File: src/rtl/rhs2116_link_pkg.sv
// Shared constants and the transmit state type for the RHS2116 coax link.
// Both the encoder and the receive-side frame sync import this package.
package rhs2116_link_pkg;

  localparam logic [7:0] SYNC_WORD_DEFAULT = 8'hA5;
  localparam int         FRAME_DATA_BITS   = 32;
  localparam int         CRC_BITS          = 8;
  localparam int         SYNC_BITS         = 8;
  localparam logic [7:0] CRC_POLY          = 8'h07;
  localparam int         FRAME_BITS        = SYNC_BITS + FRAME_DATA_BITS + CRC_BITS;

  typedef enum logic [2:0] {
    OFF,
    IDLE,
    SYNC,
    DATA,
    CRC
  } tx_state_e;

endpackage

File: src/rtl/crc8_serial.sv
// Bit-serial CRC-8 (x^8+x^2+x+1), MSB first, init 0, no reflection or final XOR.
// Shared between the link encoder and the receive-side frame checker.
module crc8_serial
  import rhs2116_link_pkg::*;
(
  input  logic                clk,
  input  logic                rst,
  input  logic                clear,
  input  logic                en,
  input  logic                bit_in,
  output logic [CRC_BITS-1:0] crc
);

  logic fb;

  assign fb = crc[CRC_BITS-1] ^ bit_in;

  always_ff @(posedge clk or posedge rst) begin
    if (rst) begin
      crc <= '0;
    end else if (clear) begin
      crc <= '0;
    end else if (en) begin
      crc <= {crc[CRC_BITS-2:0], 1'b0} ^ (fb ? CRC_POLY : '0);
    end
  end

endmodule

File: src/rtl/rhs2116_link_encoder.sv
// Frames 32-bit words as SYNC + DATA + CRC8 and Manchester-encodes them onto
// the coax line, sending idle bits between frames to keep the far-end CDR locked.
//
// state | meaning
// OFF   | line held low, bit timing stopped
// IDLE  | repeating IDLE_BIT, waiting for a buffered word
// SYNC  | sending SYNC_WORD, MSB first
// DATA  | sending the 32 data bits, MSB first, feeding the CRC
// CRC   | sending the CRC-8 of the data bits, MSB first
module rhs2116_link_encoder
  import rhs2116_link_pkg::*;
#(
  parameter int         HALF_BIT_CYCLES = 2,
  parameter logic [7:0] SYNC_WORD       = SYNC_WORD_DEFAULT,
  parameter logic       IDLE_BIT        = 1'b0
) (
  input  logic        clk_link,
  input  logic        rst,
  input  logic        tx_enable,
  input  logic [31:0] din,
  input  logic        din_valid,
  output logic        din_ready,
  output logic        manch_out,
  output logic        tx_busy,
  output logic        frame_sent
);

  localparam int            HW        = (HALF_BIT_CYCLES > 1) ? $clog2(HALF_BIT_CYCLES) : 1;
  localparam logic [HW-1:0] HALF_LAST = HW'(HALF_BIT_CYCLES - 1);

  tx_state_e                  state, state_nxt;
  logic [HW-1:0]              half_cnt;
  logic                       phase;
  logic [4:0]                 bits_left, bits_left_nxt;
  logic [FRAME_DATA_BITS-1:0] buf_q, shreg;
  logic                       buf_full;
  logic                       bit_tick, accept, load, crc_clear, crc_en;
  logic                       cur_bit, last_crc_bit;
  logic [CRC_BITS-1:0]        crc;

  assign bit_tick  = (state != OFF) && phase && (half_cnt == HALF_LAST);
  assign din_ready = !buf_full && !rst;
  assign accept    = din_valid && din_ready;
  assign tx_busy   = buf_full || (state inside {SYNC, DATA, CRC});

  always_ff @(posedge clk_link or posedge rst) begin
    if (rst) begin
      state <= OFF;
    end else begin
      state <= state_nxt;
    end
  end

  always_comb begin
    state_nxt     = state;
    bits_left_nxt = bits_left;
    load          = 1'b0;
    crc_en        = 1'b0;
    cur_bit       = IDLE_BIT;
    last_crc_bit  = 1'b0;
    case (state)
      OFF: begin
        if (tx_enable) state_nxt = IDLE;
      end
      IDLE: begin
        if (bit_tick) begin
          if (buf_full) begin
            state_nxt     = SYNC;
            load          = 1'b1;
            bits_left_nxt = 5'(SYNC_BITS - 1);
          end else if (!tx_enable) begin
            state_nxt = OFF;
          end
        end
      end
      SYNC: begin
        cur_bit = SYNC_WORD[bits_left[2:0]];
        if (bit_tick) begin
          if (bits_left == '0) begin
            state_nxt     = DATA;
            bits_left_nxt = 5'(FRAME_DATA_BITS - 1);
          end else begin
            bits_left_nxt = bits_left - 5'd1;
          end
        end
      end
      DATA: begin
        cur_bit = shreg[bits_left];
        crc_en  = bit_tick;
        if (bit_tick) begin
          if (bits_left == '0) begin
            state_nxt     = CRC;
            bits_left_nxt = 5'(CRC_BITS - 1);
          end else begin
            bits_left_nxt = bits_left - 5'd1;
          end
        end
      end
      CRC: begin
        cur_bit = crc[bits_left[2:0]];
        if (bit_tick) begin
          if (bits_left == '0) begin
            last_crc_bit = 1'b1;
            // A buffered word goes straight out with no idle bit in between.
            if (buf_full) begin
              state_nxt     = SYNC;
              load          = 1'b1;
              bits_left_nxt = 5'(SYNC_BITS - 1);
            end else if (tx_enable) begin
              state_nxt = IDLE;
            end else begin
              state_nxt = OFF;
            end
          end else begin
            bits_left_nxt = bits_left - 5'd1;
          end
        end
      end
      default: state_nxt = OFF;
    endcase
  end

  assign crc_clear = load;

  always_ff @(posedge clk_link or posedge rst) begin
    if (rst) begin
      half_cnt   <= '0;
      phase      <= 1'b0;
      bits_left  <= '0;
      buf_q      <= '0;
      shreg      <= '0;
      buf_full   <= 1'b0;
      manch_out  <= 1'b0;
      frame_sent <= 1'b0;
    end else begin
      bits_left  <= bits_left_nxt;
      // frame_sent is registered so it lines up with the registered line output.
      frame_sent <= last_crc_bit;
      manch_out  <= (state == OFF) ? 1'b0 : (phase ? cur_bit : ~cur_bit);
      if (state == OFF) begin
        half_cnt <= '0;
        phase    <= 1'b0;
      end else if (half_cnt == HALF_LAST) begin
        half_cnt <= '0;
        phase    <= ~phase;
      end else begin
        half_cnt <= half_cnt + 1'b1;
      end
      if (load) begin
        shreg    <= buf_q;
        buf_full <= 1'b0;
      end else if (accept) begin
        buf_q    <= din;
        buf_full <= 1'b1;
      end
    end
  end

  crc8_serial u_crc (
    .clk    (clk_link),
    .rst    (rst),
    .clear  (crc_clear),
    .en     (crc_en),
    .bit_in (shreg[bits_left]),
    .crc    (crc)
  );

endmodule

File: config.mk
export PLATFORM = sky130hd
export DESIGN_NAME = rhs2116_link_encoder
export DESIGN_NICKNAME = d
export VERILOG_FILES = /design/src/rtl/rhs2116_link_pkg.sv /design/src/rtl/crc8_serial.sv /design/src/rtl/rhs2116_link_encoder.sv
export SDC_FILE = /design/constraint.sdc
export NUM_CORES = 1
export LEC_CHECK = 0
export ABC_AREA = 1
export BUFFER_PORTS_ARGS = -buffer_cell sky130_fd_sc_hd__buf_2
export CAP_MARGIN = 20
export CORE_ASPECT_RATIO = 0.7
export CORE_MARGIN = 2
export CORE_UTILIZATION = 25
export CTS_CLUSTER_SIZE = 16
export DETAILED_ROUTE_END_ITERATION = 8
export GPL_TIMING_DRIVEN = 1
export SYNTH_ARGS = -nofsm -noshare
export SYNTH_HDL_FRONTEND = slang
export SYNTH_SLANG_ARGS = --single-unit
File: constraint.sdc
create_clock -name clk_link -period 3.3 [get_ports clk_link]
set_input_delay 0.495 -clock clk_link [delete_from_list [all_inputs] [get_ports clk_link]]
set_output_delay 0.495 -clock clk_link [all_outputs]
set_load 0.005 [all_outputs]
==> results.py <==
metrics = {
    "worst_setup_path": {
        "worstPathArrival_ps": 2740,
        "crit_slowest_cell": "dfrtp_1",
        "path_class": "reg -> reg",
        "path_cells": "inv_1, ha_1, nand3_4, nor2_4, inv_1, nand2_1, and2_4, nand2_8, inv_4, nor2_4, inv_2, o22ai_1",
        "crit_path_start_kind": "register",
        "cpLargestDelayFamily": "buffers and inverters",
        "slowest_delay_ps": 510,
        "critical_path_buf_inv_count": 4,
        "required_ps": 3510,
        "path_max_fanout": 54,
        "crit_path_end_kind": "register",
    },
    "cells_and_area": {
        "num_antenna_cells": 0,
        "stdcell_count": 706,
        "drive_gt1_frac": 0.1680,
        "finalNetCount": 539,
        "syn2layout_area_growth_pct": 16.08,
    },
    "clocking": {
        "cts_buffer_depth": 2,
        "ctsResizeCount": 0,
        "cts_tree": "done",
        "cts_made_buffers": 9,
        "cts_max_level": 3,
        "clk_pin_slew_worst_paths_ps": 60,
        "cts_hold_buffers": 0,
        "clock_latency_ps": 340,
        "cts.sinks": 85,
        "cts_setup_buffers": 0,
        "cts_root_buf": "clkbuf_16",
    },
    "routing": {
        "drtIter0Drc": 178,
        "drtAntennaViolNets": 0,
        "drt_wl_total_um": 8426,
        "drc": 0,
        "viasPerCell": 4.333,
        "vias": 3059,
        "dr.pass1.iters": 5,
        "drt-wirelength-per-cell_um": 11.93,
    },
    "timing": {
        "slew_headroom": 0.4607,
        "drv_slew": 0,
        "setup_tns_ps": 0,
        "min_period_ps": 2524,
        "setup_viol": 0,
        "whs_ps": 300.9,
        "period_share": 0.7649,
        "rsz0062_at_grt": "false",
        "final_hold_viol_count": 0,
        "tightest_slew_ps": 807.9,
        "fin_worst_skew_ps": 6.993,
        "max_clock_freq_mhz": 396.2,
    },
    "synthesis": {
        "synth_flop_cell": "dfrtp_1",
        "async_flop_share": 1.000,
        "synth-edff-count": 0,
        "syn_nets": 503,
        "ys_seq_area_frac": 0.5361,
        "synth-seq-cells": 85,
        "syn_inst": 466,
        "synth.area.top_cells": "dfrtp_1, nand2_1, inv_1",
        "synth_top_cell_area_share": 0.5361,
        "syn_area_um2": 3968,
        "avgSynthCellArea_um2": 8.514,
        "synthDistinctLibCells": 34,
        "yosys.area.top_type": "dfrtp_1",
        "yosysWarnings": 0,
    },
    "run_status": {
        "outcome": "finished, final reports clean",
    },
    "floorplan": {
        "die_w_um": 154.6,
        "dieArea_um2": 16910,
        "io_pins": 40,
        "num_rows": 38,
        "core_um2": 15500,
        "die_y_um": 109.4,
        "start_util": 0.2560,
    },
    "global_routing": {
        "grt_max_degree": 55,
        "overflow": 0,
        "antenna_found_initial": 0,
        "grt_usage": 0.1069,
        "grt_pass1_wl_um": 14190,
        "grt_pass1_vias": 2812,
    },
    "worst_hold_path": {
        "hold_path.class": "in -> async",
    },
    "flow_run": {
        "maxCapViolations": 0,
    },
    "place": {
        "numPlacedInstances": 691,
        "place_hpwl_um": 5912,
        "port_buffers": 39,
        "gp_congestion": 0.8347,
    },
    "pwr": {
        "irDropWorstVdd_v": 0.0002290,
        "p_per_area_nw_per_um2": 452.1,
        "leakagePower_nw": 2.271,
    },
}
[cell families after synthesis]
| kind of cell | synth area share |
|---|---|
| buffers and inverters | 0.09524 |
| and+or+nand+nor | 0.2223 |
| DFF | 0.5361 |
| AOI/OAI and AO/OA | 0.1359 |
| adders and majority gates | 0.003153 |
| xor gates and xnor gates | 0.004416 |
| muxes | 0.002838 |
[state kept, by name (all words and copies together), names as in the netlist]
register    flops
phase           1
buf_full        1
u_crc.crc       8
shreg          32
bits_left       5
buf_q          32
manch_out       1
frame_sent      1
half_cnt        1
state           3
[cell type report]
class / instances / area, um2
Fill cell: 1662 / 10890
Sequential cell: 85 / 2127
Multi-Input combinational cell: 299 / 1465
Tap cell: 200 / 250.2
Timing Repair Buffer: 44 / 245.2
Inverter: 63 / 242.7
Clock buffer: 13 / 240.2
Clock inverter: 2 / 35.03
[per-layer routing]
metal | routed length [um] | GRT usage | up-vias
met2 | 3270 | 0.1448 | 85
met3 | 483 | 0.02877 | 13
met5 | 0 | 0 | -
met1 | 4527 | 0.1592 | 1381
li1 | - | - | 1580
met4 | 144 | 0.04365 | 0
[cells in the mapped netlist (all sizes together) (2+ instances only)]
cell / n
a21oi: 41
buf: 13
o22ai: 5
xor2: 2
dfrtp: 85
o21ai: 43
inv: 63
nor3: 3
clkbuf: 6
nor2: 51
nand3: 45
nand2: 99
[cell usage in the layout (no fill, tap or decap), types with 2 or more instances in the layout]
master	count
buf_4	4
nor2_2	3
o21ai_1	22
inv_1	56
dfrtp_1	85
xor2_1	2
nor2_1	46
a21oi_1	41
nand3_1	42
nand3_2	2
o21ai_0	11
nand2_1	96
inv_4	2
nor3_1	3
o21ai_2	10
clkinv_2	2
clkbuf_16	9
inv_2	4
o22ai_1	5
buf_2	39
nand2_2	2
clkbuf_1	4
nor2_4	2
[where the power goes]
part / switching [mW] / total [mW] / internal [mW] / leakage [nW]
Clock: 0.376 / 0.958 / 0.582 / 0.134
Combinational: 0.0395 / 0.0632 / 0.0237 / 1.12
Sequential: 0.00374 / 1.06 / 1.06 / 1.01
Total: 0.420 / 2.08 / 1.66 / 2.27
[final timing paths]
check | slack (ps) | endpoint | cells past startpoint | from
setup / recovery | 780 | u_crc.crc[5]$_DFFE_PP0P_ | 12 | bits_left[1]$_DFFE_PP0P_
hold / removal | 300 | buf_q[31]$_DFFE_PP0P_ | 2 | rst
setup reg to reg | 780 | u_crc.crc[5]$_DFFE_PP0P_ | 12 | bits_left[1]$_DFFE_PP0P_
hold reg to reg | 450 | half_cnt$_DFF_PP0_ | 1 | half_cnt$_DFF_PP0_
max in group asynchronous | 2330 | shreg[11]$_DFFE_PP0P_ | 3 | rst
min in group clk_link | 400 | buf_q[31]$_DFFE_PP0P_ | 2 | din[31]
[stage by stage]
step	instance area (um2)	power (mW)	utilization	setup slack (ps)
after global placement	4330	1.145	0.2794	882.3
after CTS	4606	2.118	0.2971	772.1
final	4606	2.082	0.2971	775.9
after floorplan	3968	1.110	-	611.5
after global routing	4606	2.176	0.2971	549.9
after detailed placement	4330	1.147	0.2794	783.3
No activity file was read; power rests on OpenSTA's default activity.
